==> config.mk <==
export PLATFORM = sky130hd
export DESIGN_NAME = demux16_rr_sched
export DESIGN_NICKNAME = d
export VERILOG_FILES = /design/src/rtl/demux16_rr_sched.sv
export SDC_FILE = /design/constraint.sdc
export NUM_CORES = 1
export LEC_CHECK = 0
export CORE_ASPECT_RATIO = 2
export CORE_MARGIN = 2
export CORE_UTILIZATION = 32
export DETAILED_ROUTE_END_ITERATION = 16
export PLACE_DENSITY_LB_ADDON = 0.08
export SLEW_MARGIN = 20
export SYNTH_ARGS = -nofsm -noshare
export SYNTH_HDL_FRONTEND = slang
export SYNTH_SLANG_ARGS = --single-unit
==> constraint.sdc <==
create_clock -name clk -period 4 [get_ports clk]
set_input_delay 0.8 -clock clk [delete_from_list [all_inputs] [get_ports clk]]
set_output_delay 0.8 -clock clk [all_outputs]
set_load 0.005 [all_outputs]
==> src/rtl/demux16_rr_sched.sv <==
// Round-robin scheduler driving the select/enable of a shared 1-to-16 demux.
// Define SCHED_FIXED_PRIO_EN for fixed priority (lowest eligible index always wins).
module demux16_rr_sched #(
  parameter int unsigned DWELL = 4
) (
  input  logic        clk,
  input  logic        rst,
  input  logic        en,
  input  logic [15:0] req,
  input  logic [15:0] mask,
  output logic [3:0]  s,
  output logic        e,
  output logic [15:0] gnt,
  output logic        busy
);

  localparam int unsigned CW = $clog2(DWELL) + 1;

  typedef enum logic [1:0] {IDLE, GRANT, GUARD} state_t;

  state_t        state_q, state_nxt;
  logic [CW-1:0] cnt_q, cnt_nxt;
  logic [3:0]    ptr_q, s_nxt, pick, idx;
  logic [15:0]   gnt_nxt, elig;
  logic          e_nxt, found, release_grant;

`ifdef SCHED_FIXED_PRIO_EN
  assign ptr_q = '0;
`else
  logic [3:0] ptr_nxt;
`endif

  always_ff @(posedge clk) begin
    if (rst) begin
      state_q <= IDLE;
      s       <= '0;
      e       <= 1'b1;
      gnt     <= '0;
      cnt_q   <= '0;
`ifndef SCHED_FIXED_PRIO_EN
      ptr_q   <= '0;
`endif
    end else begin
      state_q <= state_nxt;
      s       <= s_nxt;
      e       <= e_nxt;
      gnt     <= gnt_nxt;
      cnt_q   <= cnt_nxt;
`ifndef SCHED_FIXED_PRIO_EN
      ptr_q   <= ptr_nxt;
`endif
    end
  end

  // Arbitration search and next-state selection.
  always_comb begin
    elig  = en ? (req & ~mask) : '0;
    found = 1'b0;
    pick  = '0;
    idx   = '0;
    for (int unsigned i = 0; i < 16; i++) begin
      idx = ptr_q + i[3:0];
      if (!found && elig[idx]) begin
        found = 1'b1;
        pick  = idx;
      end
    end
    release_grant = (cnt_q == '0) || !req[s] || mask[s] || !en;
    state_nxt = state_q;
    unique case (state_q)
      IDLE, GUARD: state_nxt = found ? GRANT : IDLE;
      GRANT:       if (release_grant) state_nxt = GUARD;
      default:     state_nxt = IDLE;
    endcase
  end

  // Next values for the registered demux controls; s never moves while in GRANT.
  always_comb begin
    s_nxt   = s;
    e_nxt   = e;
    gnt_nxt = gnt;
    cnt_nxt = cnt_q;
`ifndef SCHED_FIXED_PRIO_EN
    ptr_nxt = ptr_q;
`endif
    unique case (state_q)
      IDLE, GUARD: begin
        if (found) begin
          s_nxt   = pick;
          e_nxt   = 1'b0;
          gnt_nxt = 16'(1) << pick;
          cnt_nxt = CW'(DWELL - 1);
        end else begin
          e_nxt   = 1'b1;
          gnt_nxt = '0;
        end
      end
      GRANT: begin
        if (release_grant) begin
          e_nxt   = 1'b1;
          gnt_nxt = '0;
`ifndef SCHED_FIXED_PRIO_EN
          ptr_nxt = s + 4'd1;
`endif
        end else begin
          cnt_nxt = cnt_q - CW'(1);
        end
      end
      default: begin
        e_nxt   = 1'b1;
        gnt_nxt = '0;
      end
    endcase
    busy = (state_q != IDLE);
  end

endmodule

After elaboration in Yosys (flattened, before gate mapping)
Cells that the tools add are included.
{"block": "word_totals", "reg_bits": 30, "latch_bits": 0, "ramBits": 0, "mem_bits_ro": 0, "elab_cells": 172, "n_memories": 0}
{"block": "op_classes", "addsub": 17, "mul": 0, "n_div": 0, "n_lt_le_gt_ge": 17, "n_eq_ne": 5, "n_shift": 1, "muxes": 81, "bitwise_logic": 2, "n_reduce_logical": 43}
{"op": "< comparator 4 x 5 -> 1 bit (second input constant)", "count": 17}
{"op": "binary-select mux 1 bit (select 4 bit)", "count": 18}
{"op": "2-to-1 mux 4 bit", "count": 16}
{"op": "2-to-1 mux 16 bit", "count": 3}
{"op": "2-to-1 mux 1 bit", "count": 37}
{"op": "adder 4 bit (second input constant)", "count": 8}
{"op": "case mux 16 bit (2 select lines)", "count": 1}
{"op": "zero test 1 bit", "count": 17}
{"op": "adder 4 x 3 -> 4 bit (second input constant)", "count": 4}
{"op": "AND 16 bit", "count": 1}
{"op": "inverter 16 bit", "count": 1}
{"op": "left shift 1 x 4 -> 16 bit (first input constant)", "count": 1}
{"op": "logical AND 1 bit", "count": 15}
{"op": "adder 4 x 1 -> 4 bit (second input constant)", "count": 2}
{"op": "adder 4 x 2 -> 4 bit (second input constant)", "count": 2}
{"op": "2-to-1 mux 3 bit", "count": 2}
{"op": "inequality test 2 bit (second input constant)", "count": 3}
{"op": "case mux 3 bit (2 select lines)", "count": 1}
{"op": "case mux 2 bit (2 select lines)", "count": 1}
{"op": "AND reduction 2 bit", "count": 2}
{"op": "nonzero test 2 bit", "count": 2}
{"op": "zero test 3 bit", "count": 1}
{"op": "logical OR 1 bit", "count": 3}
{"op": "AND reduction 3 bit", "count": 1}
{"op": "other kinds (7)", "count": 7}

Logic depth before layout (Yosys ltp)
Gate-level depths: netlist of the first run.
{"block": "depth", "word_depth": 54, "mapped_depth": 17, "depth_no_buf": 13}

Worst setup path before layout of the first run
No wires, ideal clock.
{"block": "synth_path", "kind": "register to register", "from": "reg ptr_q[1]", "to": "reg gnt[0]", "setup_time_ns": 0.117, "arrival_time_ns": 3.798, "required_ns": 3.883, "setup_slack_ns": 0.084, "path_stages_with_launch": 16, "path_buffers": 3, "path_cell_list": "dfxtp_1 -> clkbuf_1 -> inv_2 -> ha_1 -> xnor2_2 -> mux4_2 -> a22oi_4 -> and4b_1 -> buf_6 -> and4_1 -> buf_4 -> o211ai_1 -> a32oi_2 -> nor2b_4 -> and2b_4 -> a32o_1"}
{"block": "synth_via", "elab_chain_len": 51, "word_cells_on_any_way": 112, "cone_classes": "15 x add/sub; 1 x shift; 66 x mux; 30 x reduce/logical"}
{"item": "start, declared", "line_no": "23", "rtl": "logic [3:0] ptr_q, s_nxt, pick, idx;"}
{"item": "start signal, assigned", "line_no": "50", "rtl": "ptr_q <= ptr_nxt;"}
{"item": "parallel branches: the longest is 49 deep, another holds adder 4 x 1 -> 4 bit"}
{"item": "2-to-1 mux 16 bit *", "line_no": "88", "rtl": "if (found) begin"}
{"item": "case mux 16 bit (2 select lines) *", "line_no": "86", "rtl": "unique case (state_q)"}
{"item": "end signal, assigned", "line_no": "47", "rtl": "gnt <= gnt_nxt;"}
{"item": "end, declared", "line_no": "13", "rtl": "output logic [15:0] gnt,"}
Every way passes the cells marked *. The select of a mux whose other input is x is not followed.
A chain may end at the register's enable or synchronous reset.

Final worst setup path of the first run
{"block": "layout_path", "from": "in req[11]", "to": "reg gnt[4]"}
{"block": "layout_via", "elab_chain_len": 53, "word_cells_on_any_way": 106, "cone_classes": "1 x eq/ne; 1 x shift; 69 x mux; 1 x bitwise; 34 x reduce/logical"}
{"item": "start, declared", "line_no": "9", "rtl": "input logic [15:0] req,"}
{"item": "AND 16 bit", "line_no": "57", "rtl": "elig = en ? (req & ~mask) : '0;"}
{"item": "2-to-1 mux 16 bit", "line_no": "57"}
{"item": "binary-select mux 1 bit (select 4 bit)", "line_no": "63", "rtl": "if (!found && elig[idx]) begin"}
{"item": "2-to-1 mux 1 bit (not written as such)", "line_no": "63"}
{"item": "2-to-1 mux 1 bit", "line_no": "63"}
{"item": "zero test 1 bit", "line_no": "63"}
{"item": "logical AND 1 bit", "line_no": "63"}
{"item": "2-to-1 mux 1 bit", "line_no": "63"}
{"item": "[37 not listed]"}
{"item": "logical AND 1 bit", "line_no": "63"}
{"item": "2-to-1 mux 1 bit", "line_no": "63"}
{"item": "zero test 1 bit", "line_no": "63"}
{"item": "logical AND 1 bit", "line_no": "63"}
{"item": "2-to-1 mux 4 bit", "line_no": "63"}
{"item": "left shift 1 x 4 -> 16 bit", "line_no": "91", "rtl": "gnt_nxt = 16'(1) << pick;"}
{"item": "2-to-1 mux 16 bit", "line_no": "88"}
{"item": "case mux 16 bit (2 select lines)", "line_no": "86"}
Parallel ways exist; a longest one is shown, timed or not. The select of a mux whose other input is x is not followed.

==> impl_metrics.toml, run 1 <==
[timing]
max_slew_margin = 0.534
slew_viol_final = 0
max_freq_mhz = 255
finalCritPeriodShare = 0.980
period_minus_slack_ns = 3.92
tightest_slew_ns = 0.697
clock_skew_ns = 0.00287
setup_violations = 0
final_hold_viol_count = 0

[clock_tree]
cts-root-buf = "clkbuf_16"
htreeDepth = 2
cts_tree = "built"
cts.path.max_buffers = 2
cts_sinks = 30
path_clk_slew_ns = 0.05
cts_buffers = 5
ctsHoldBuffers = 0
clock_latency_ns = 0.28

[global_routing]
grt-ovfl-total = 0
grt_start_max_net_pins = 20
track_usage = 0.264
grt_pass1_wl_um = 28200
antenna_found_initial = 0
grt_pass1_vias = 5036

[job]
maxCapViolations = 0

[synthesis]
synth_edf_count = 0
yosys_register_bits = 30
seq_area_frac_synth = 0.141
synth_area_sq_mm = 0.00425
synth_ff_type = "dfxtp_1"
yosysTopAreaCell = "mux4_2"
synth_top_area_share = 0.212
avgSynthCellArea_sq_um = 9.45
synth-async-reset-ratio = 0
netlist_instances = 450
syn-num-nets = 495
synthTopCellsByArea = "mux4_2 (21%), dfxtp_1 (14%), mux2i_1 (6.6%)"
synth_cell_types = 75
yosys_warnings = 0

[die]
die_area_sq_mm = 0.0143
boundaryPins = 57
die_w_um = 85.5
fp-row-count = 59
chipHeight_um = 167
core_area_sq_mm = 0.0130
initial_core_util = 0.327

[power]
switching_share = 0.492
p_total_mw = 6.64
powerDensity_mw_per_mm2 = 1040
seq_power_share = 0.073
p_int_mw = 3.37
leakage_nw = 2.60
ir_worst_vdd_mv = 0.711
power_frac_comb = 0.863
p_switching_mw = 3.27
clkPwrFrac = 0.064

[finish]
nNetsFinal = 676
fin_cells = 784
final_core_util = 0.490
area_growth_pct = 49.8
antenna_cells = 0
final_area_sq_mm = 0.00637
drive_gt1_frac = 0.430

[placement]
io_buffers = 56
place_area_sq_mm = 0.00590
gp_congestion = 1.00
hpwlAfterDp_um = 15900
placed_cells = 772

[detailed_routing]
wl_per_cell_um = 23.9
routed_via_density = 5.96
wirelength_um = 18800
dr.pass1.iters = 4
drtAntennaViolNets = 0
num_vias = 4671
drc = 0
drt_iter0_drc = 231

[worst_setup_path]
cp_max_fo = 9
crit_required_ns = 4.22
cp-end-kind = "flop"
startpoint_type = "input pin"
worst-setup-path-type = "in -> reg"
arrival_ns = 4.14

[hold_path]
min_path_type = "reg -> reg"

[run_status]
status = "complete, no violations"
[per-stage QoR]
stage / setup WS [ns] / hold slack [ns] / setup TNS [ns]
CTS: 0.00188 / 0.460 / 0
finish: 0.0799 / 0.453 / 0
global placement: -0.518 / 0.446 / -9.79
global route: -0.00440 / 0.485 / -0.00588
detailed placement: -0.556 / 0.453 / -10.62
floorplan: 0.0841 / 0.442 / 0
[worst max-delay path, cell delays in order]
cell             delay [ns]
clkdlybuf4s50_1        0.50
nand2b_4               0.10
mux4_2                 0.60
mux2_4                 0.35
o22ai_4                0.21
a2111oi_2              0.07
buf_4                  0.17
and4_1                 0.21
buf_4                  0.16
a41oi_4                0.16
nor2b_4                0.27
nor2b_4                0.19
and2b_4                0.17
a32o_1                 0.17
[layout make-up]
class | count | area (sq um)
timing repair buffer | 200 | 1670
clock buffer | 5 | 125
multi-input combinational | 381 | 3690
fill | 1293 | 6620
tap | 152 | 190
clock inverter | 3 | 40.0
inverter | 13 | 48.8
sequential | 30 | 604
[state kept, by name, summed over array words and instances (netlist names)]
name	count
gnt	16
ptr_q	4
s	4
cnt_q	3
state_q	2
e	1
[layout by cell type (no fill, tap or decap), types with 4 or more instances in the layout]
cell type,synthesis,routed
clkbuf_16,0,5
nor2_1,31,30
o21ai_0,12,12
and2_1,5,4
or3_1,4,4
mux2_2,9,5
a21oi_1,21,18
xnor2_1,4,4
clkdlybuf4s50_1,0,54
o211ai_1,4,4
a21oi_2,2,5
o21ai_1,7,7
o22ai_2,3,4
a211oi_1,10,9
o22ai_1,10,7
mux2i_1,28,26
and3_1,4,4
dfxtp_1,30,27
ha_1,10,10
buf_4,2,141
a32o_1,14,14
inv_1,9,9
mux4_2,40,40
nand2b_4,0,8
nand2_1,35,35
mux2_4,0,4
nand2b_1,23,10
o221ai_1,7,5
nand2b_2,1,6
inv_2,4,4
nand3_1,10,9
xor2_1,5,5
[logic make-up after synthesis]
kind of cell    share of synthesized area
compound gates                      0.260
xor+xnor                           0.0415
mux                                 0.302
fa+ha+maj                          0.0294
flops                               0.141
buf+inv                            0.0500
simple gates                        0.176
[layer usage]
layer	global-route usage	wire length [um]	vias up
met4	0.208	1720	0
met2	0.522	10800	179
met1	0.228	5630	2263
met5	0	0	-
met3	0.0213	665	79
li1	-	-	2150
[cell usage after synthesis (all sizes together) (4+ instances only)]
master / n
nor3: 4
or2: 4
a2bb2oi: 4
nor2b: 5
inv: 13
o211ai: 5
a22oi: 4
clkbuf: 12
mux2i: 28
and3: 4
ha: 10
dfxtp: 30
a21boi: 6
or3: 4
a32o: 14
a211oi: 10
a21oi: 23
mux2: 9
mux4: 40
xnor2: 7
nor2: 31
xor2: 8
nand3: 10
buf: 14
o21ai: 19
nand2b: 24
o221ai: 8
nand2: 35
o22ai: 13
and2: 6
[worst paths after layout]
path | start | end | slack (ns) | cells after the start
max | req[11] | gnt[4]$_SDFFE_PP0P_ | 0.08 | 14
min | gnt[11]$_SDFFE_PP0P_ | gnt[11]$_SDFFE_PP0P_ | 0.45 | 2
max reg2reg | ptr_q[0]$_SDFFE_PP0P_ | gnt[4]$_SDFFE_PP0P_ | 0.23 | 17
min reg2reg | gnt[11]$_SDFFE_PP0P_ | gnt[11]$_SDFFE_PP0P_ | 0.45 | 2
[repair_timing]
item	CTS	global route
setup endpoints to repair	21	21
gates resized for setup	22	39
pin swaps	3	8
buffers inserted	2	2
[power by group through the flow]
stage               clock network (mW)  registers (mW)  logic [mW]
floorplan                            0           0.455        3.04
global placement                     0           0.488        5.28
detailed placement                   0           0.490        5.30
CTS                              0.432           0.485        5.50
global route                     0.444           0.496        6.09
finish                           0.425           0.485        5.73
Note: power is estimated with default switching activity, not from simulation.
==> run 2, diff against run 1 <==
GPL_TIMING_DRIVEN = 0   (was unset)
==> run 2 against run 1 <==
Against the previous run: highest routed layer unchanged; worst setup slack worse by 0.034 ns; register-to-register slack worse by 0.18 ns; largest power group unchanged; non-clock buffer count fell by 87.
==> impl_metrics.toml, run 2 (same netlist as run 1, synthesis figures left out) <==
[finish]
multiInputGateArea_sq_mm = 0.00402
nNetsFinal = 593
antenna_cells = 0
final_core_util = 0.467
area_growth_pct = 42.6
layout_commonest_cell = "clkdlybuf4s50_1"
layout_common_cells = "clkdlybuf4s50_1 (47), mux4_2 (40), nand2_1 (35)"
drive_gt1_frac = 0.377
n_fill_cell = 1251
largestRegisters = "gnt (16), ptr_q (4), s (4)"
ff_latch_area_sq_um = 603
fin_cells = 701
largest-register = "gnt"
largest_reg_flops = 16

[power]
powerDensity_mw_per_mm2 = 1030
ir_worst_vdd_mv = 0.717
leakage_nw = 2.29

[global_routing]
track_usage = 0.250
grt_pass1_vias = 4557
grt_pass1_wl_um = 26600
antenna_found_initial = 0
grt-ovfl-total = 0
grt_start_max_net_pins = 13

[clock_tree]
path_clk_slew_ns = 0.05
clock_latency_ns = 0.28
ctsHoldBuffers = 0
cts_tree = "built"
cts-root-buf = "clkbuf_16"
cts.path.max_buffers = 2
cts_sinks = 30
htreeDepth = 2
cts_buffers = 5

[job]
maxCapViolations = 0

[detailed_routing]
dr.pass1.iters = 5
routed_via_density = 6.45
drt_iter0_drc = 337
num_vias = 4522
drc = 0
wirelength_um = 19000
wl_per_cell_um = 27.1
drtAntennaViolNets = 0

[timing]
setup_violations = 0
setup_ws_ns = 0.0460
slew_viol_final = 0
setup-tns-final_ns = 0
tightest_slew_ns = 0.552
final_hold_viol_count = 0
period_minus_slack_ns = 3.95
finalCritPeriodShare = 0.989
max_freq_mhz = 253
clock_skew_ns = 0.00468
max_slew_margin = 0.630

[worst_setup_path]
startpoint_type = "flop"
arrival_ns = 4.12
regToRegSetupSlack_ns = 0.05
cp_max_fo = 12
cpPeakStageDelay_ns = 0.40
path_cells = "buf_8, inv_4, ha_1, a21oi_4, xor2_4, mux4_2, a22oi_4, and4b_1, buf_6, nand4_2, a211o_1, a32oi_4, nor2b_4, and2b_4, a32o_1"
crit_slowest_cell = "dfxtp_2"
crit_required_ns = 4.17
worst-setup-path-type = "reg -> reg"
cp-end-kind = "flop"

[die]
chipHeight_um = 167
fp-row-count = 59
core_area_sq_mm = 0.0130
die_area_sq_mm = 0.0143
die_w_um = 85.5
boundaryPins = 57
initial_core_util = 0.327

[placement]
pre_cts_ws_ns = -1.42
hpwlAfterDp_um = 14300
gp_congestion = 0.905
io_buffers = 56
placed_cells = 658

[hold_path]
min_path_type = "reg -> reg"

[run_status]
status = "complete, no violations"
-- run 2: cell types whose count changed in the layout (fill, tap and decap cells not counted), sizes merged --
cell,change
clkbuf,+16
clkdlybuf4s50,-7
inv,-1
clkinvlp,+1
nand2b,+4
dlymetal6s2s,+6
bufinv,-1
buf,-99
clkinv,-2
-- run 2: routing by layer --
layer  vias up  GRT usage  wire (um)
met4         0      0.203       1710
li1       1986          -          -
met2       235      0.490      11000
met1      2207      0.215       5570
met3        94     0.0233        759
met5         -          0          0
-- run 2: final timing paths --
path | start | to | cells past startpoint
hold / removal | gnt[11]$_SDFFE_PP0P_ | gnt[11]$_SDFFE_PP0P_ | 2
setup / recovery | ptr_q[1]$_SDFFE_PP0P_ | gnt[2]$_SDFFE_PP0P_ | 15
hold reg to reg | gnt[11]$_SDFFE_PP0P_ | gnt[11]$_SDFFE_PP0P_ | 2
setup reg to reg | ptr_q[1]$_SDFFE_PP0P_ | gnt[2]$_SDFFE_PP0P_ | 15
-- run 2: repair_timing --
item,in CTS,in global routing
gates cloned,0,4
setup endpoints to repair,25,20
pin swaps,13,14
resized for setup,75,66
setup buffers,12,19
-- run 2: through the flow --
step                total power, mW  hold WS (ns)  cell area [sq um]
floorplan                      3.50         0.442               4250
global placement               4.74         0.445               5000
detailed placement             4.75         0.448               5000
CTS                            5.77         0.456               5610
global route                   6.60         0.477               6070
finish                         6.27         0.450               6070
-- run 2: area by class of cell --
cell class / instances / share of cell area
Buffer: 26 / 0.0353
Clock buffer: 8 / 0.0274
Inverter: 13 / 0.0103
Multi-Input combinational cell: 385 / 0.663
Sequential cell: 30 / 0.0994
Tap cell: 152 / 0.0314
Timing Repair Buffer: 87 / 0.133
-- run 2: power by group --
group	internal, mW	total (mW)	leakage [nW]	switching, mW
clock network	0.281	0.413	0.0832	0.132
registers	0.393	0.464	0.246	0.0708
logic	2.31	5.39	1.96	3.09
total	2.98	6.27	2.29	3.29
-- run 2: worst max-delay path: cells and delay by family, from the launching register on --
| family | cells | cell delay [ns] |
|---|---|---|
| AOI/OAI and AO/OA | 5 | 1.41 |
| xor gates and xnor gates | 1 | 0.28 |
| adders and majority gates | 1 | 0.25 |
| buffers and inverters | 3 | 0.45 |
| DFF | 1 | 0.40 |
| muxes | 1 | 0.40 |
| and+or+nand+nor | 4 | 0.64 |
==> run 3, diff against run 2 <==
clock period = 4.7 ns   (was 4 ns; I/O delays follow)
==> run 3 against run 2 <==
Against the previous run: wire length fell by 8.1%; clock power fell by 15%; register-to-register slack improved by 0.08 ns; critical path depth fell by 2; worst setup slack improved by 0.058 ns; clock skew rose by 0.00052 ns; via count fell by 4.8%; cell count fell by 4.9%; critical path type is now in -> reg; total power fell by 27%; global-route usage fell by 0.39 points.
==> impl_metrics.toml, run 3 (same netlist as run 1, synthesis figures left out) <==
[detailed_routing]
drc = 0
drt_iter0_drc = 283
wirelength_um = 17500
routed_via_density = 6.45
num_vias = 4304
drtAntennaViolNets = 0
dr.pass1.iters = 5
wl_per_cell_um = 26.2

[hold_path]
whs_path_depth = 2
hp-start = "gnt[11]$_SDFFE_PP0P_"
hold_end = "gnt[11]$_SDFFE_PP0P_"
min_path_type = "reg -> reg"

[finish]
largest_reg_flops = 16
n_fill_cell = 1330
layout_commonest_cell = "clkdlybuf4s50_1"
nNetsFinal = 559
ff_latch_area_sq_um = 601
antenna_cells = 0
final_core_util = 0.409
largestRegisters = "gnt (16), ptr_q (4), s (4)"
drive_gt1_frac = 0.247
layout_common_cells = "clkdlybuf4s50_1 (55), mux4_2 (40), nand2_1 (35)"
area_growth_pct = 25.0
fin_cells = 667
largest-register = "gnt"
multiInputGateArea_sq_mm = 0.00356

[worst_setup_path]
r2r_end = "gnt[0]$_SDFFE_PP0P_"
path_cells = "clkdlybuf4s50_1, nand2b_1, mux2i_1, mux4_2, a22oi_4, and4b_1, buf_6, nand3_1, a21oi_1, and4b_1, o2bb2ai_4, inv_2, a32o_1"
regToRegSetupSlack_ns = 0.13
reg2regPathDepth = 14
arrival_ns = 4.76
cp.buffers_inverters = 3
cpPeakStageDelay_ns = 0.56
path_delay_family = "compound AO/OA/AOI/OAI gates"
cp_max_fo = 9
cp-end-kind = "flop"
startpoint_type = "input pin"
crit_slowest_cell = "mux4_2"
reg2reg_from = "ptr_q[1]$_SDFFE_PP0P_"
cp_common_cell = "and4b_1"
crit_required_ns = 4.87
worst-setup-path-type = "in -> reg"

[power]
power_frac_comb = 0.839
seq_power_share = 0.084
leakage_nw = 1.91
clkPwrFrac = 0.076
p_int_mw = 2.09
switching_share = 0.546
p_total_mw = 4.61
p_switching_mw = 2.52
powerDensity_mw_per_mm2 = 867
ir_worst_vdd_mv = 0.543

[placement]
hpwlAfterDp_um = 14300
gp_congestion = 0.905
placed_cells = 658
io_buffers = 56

[timing]
setup_violations = 0
finalCritPeriodShare = 0.978
final_hold_viol_count = 0
clock_skew_ns = 0.00521
period_minus_slack_ns = 4.60
max_slew_margin = 0.561
slew_viol_final = 0
tightest_slew_ns = 0.658
max_freq_mhz = 218

[die]
fp-row-count = 59
die_w_um = 85.5
die_area_sq_mm = 0.0143
chipHeight_um = 167
boundaryPins = 57
initial_core_util = 0.327
core_area_sq_mm = 0.0130

[clock_tree]
cts_sinks = 30
htreeDepth = 2
clock_latency_ns = 0.28
path_clk_slew_ns = 0.05
cts_tree = "built"
cts_buffers = 5
cts-root-buf = "clkbuf_16"
cts.path.max_buffers = 2

[global_routing]
track_usage = 0.246
antenna_found_initial = 0
grt_start_max_net_pins = 13
grt_pass1_wl_um = 26100
grt_pass1_vias = 4495
grt-ovfl-total = 0

[job]
maxCapViolations = 0

[run_status]
status = "complete, no violations"
-- run 3: what timing repair did --
item / CTS / global route
hold buffers: 0 / 0
resized for setup: 9 / 25
setup endpoints to repair: 24 / 17
setup buffers: 1 / 0
pin swaps: 0 / 0
-- run 3: area by class of cell --
type,count,share of cell area
Buffer,26,0.0330
Multi-Input combinational cell,381,0.670
Timing Repair Buffer,57,0.107
Tap cell,152,0.0358
Sequential cell,30,0.113
Clock buffer,8,0.0313
Inverter,13,0.00989
-- run 3: worst max path at each step --
stage / startpoint / end / slack (ns) / depth (start not counted)
detailed placement: ptr_q[1]$_SDFFE_PP0P_ / gnt[2]$_SDFFE_PP0P_ / -0.72 / 14
finish: mask[1] / gnt[0]$_SDFFE_PP0P_ / 0.10 / 13
global route: ptr_q[1]$_SDFFE_PP0P_ / gnt[0]$_SDFFE_PP0P_ / -0.01 / 14
global placement: ptr_q[1]$_SDFFE_PP0P_ / gnt[3]$_SDFFE_PP0P_ / -0.74 / 14
CTS: ptr_q[2]$_SDFFE_PP0P_ / gnt[11]$_SDFFE_PP0P_ / 0.006 / 16
floorplan: ptr_q[1]$_SDFFE_PP0P_ / gnt[0]$_SDFFE_PP0P_ / 0.78 / 15
-- run 3: worst reg2reg max path, cell delays in order, from the launching register on --
cell and delay (ns):
dfxtp_1 0.44, clkbuf_4 0.32, inv_2 0.20, ha_1 0.33, xnor2_4 0.35, mux4_2 0.61
a22oi_4 0.33, and4b_1 0.25, buf_6 0.14, nand3_1 0.15, a21oi_1 0.30, and4b_1 0.27
o2bb2ai_4 0.34, inv_2 0.16, a32o_1 0.27
-- run 3: power groups by stage --
stage	combinational [mW]	clock, mW	sequential, mW
final	3.87	0.352	0.388
after global routing	4.11	0.368	0.398
after CTS	3.71	0.360	0.390
after detailed placement	3.65	0	0.395
after global placement	3.64	0	0.393
after floorplan	2.59	0	0.387
-- run 3: routing by layer --
layer	GRT usage	up-vias	share of wire
met1	0.216	2083	0.30
met2	0.486	230	0.58
met3	0.0178	80	0.042
li1	-	1911	-
met5	0	-	0
met4	0.189	0	0.082
-- run 3: through the flow --
step,setup TNS (ns),hold WS (ns),setup slack (ns),instance area (sq um)
after floorplan,0,0.442,0.784,4250
after global placement,-12.70,0.445,-0.742,5000
after detailed placement,-12.30,0.448,-0.725,5000
after CTS,0,0.456,0.00570,5220
after global routing,-0.0124,0.477,-0.0111,5320
final,0,0.451,0.104,5320
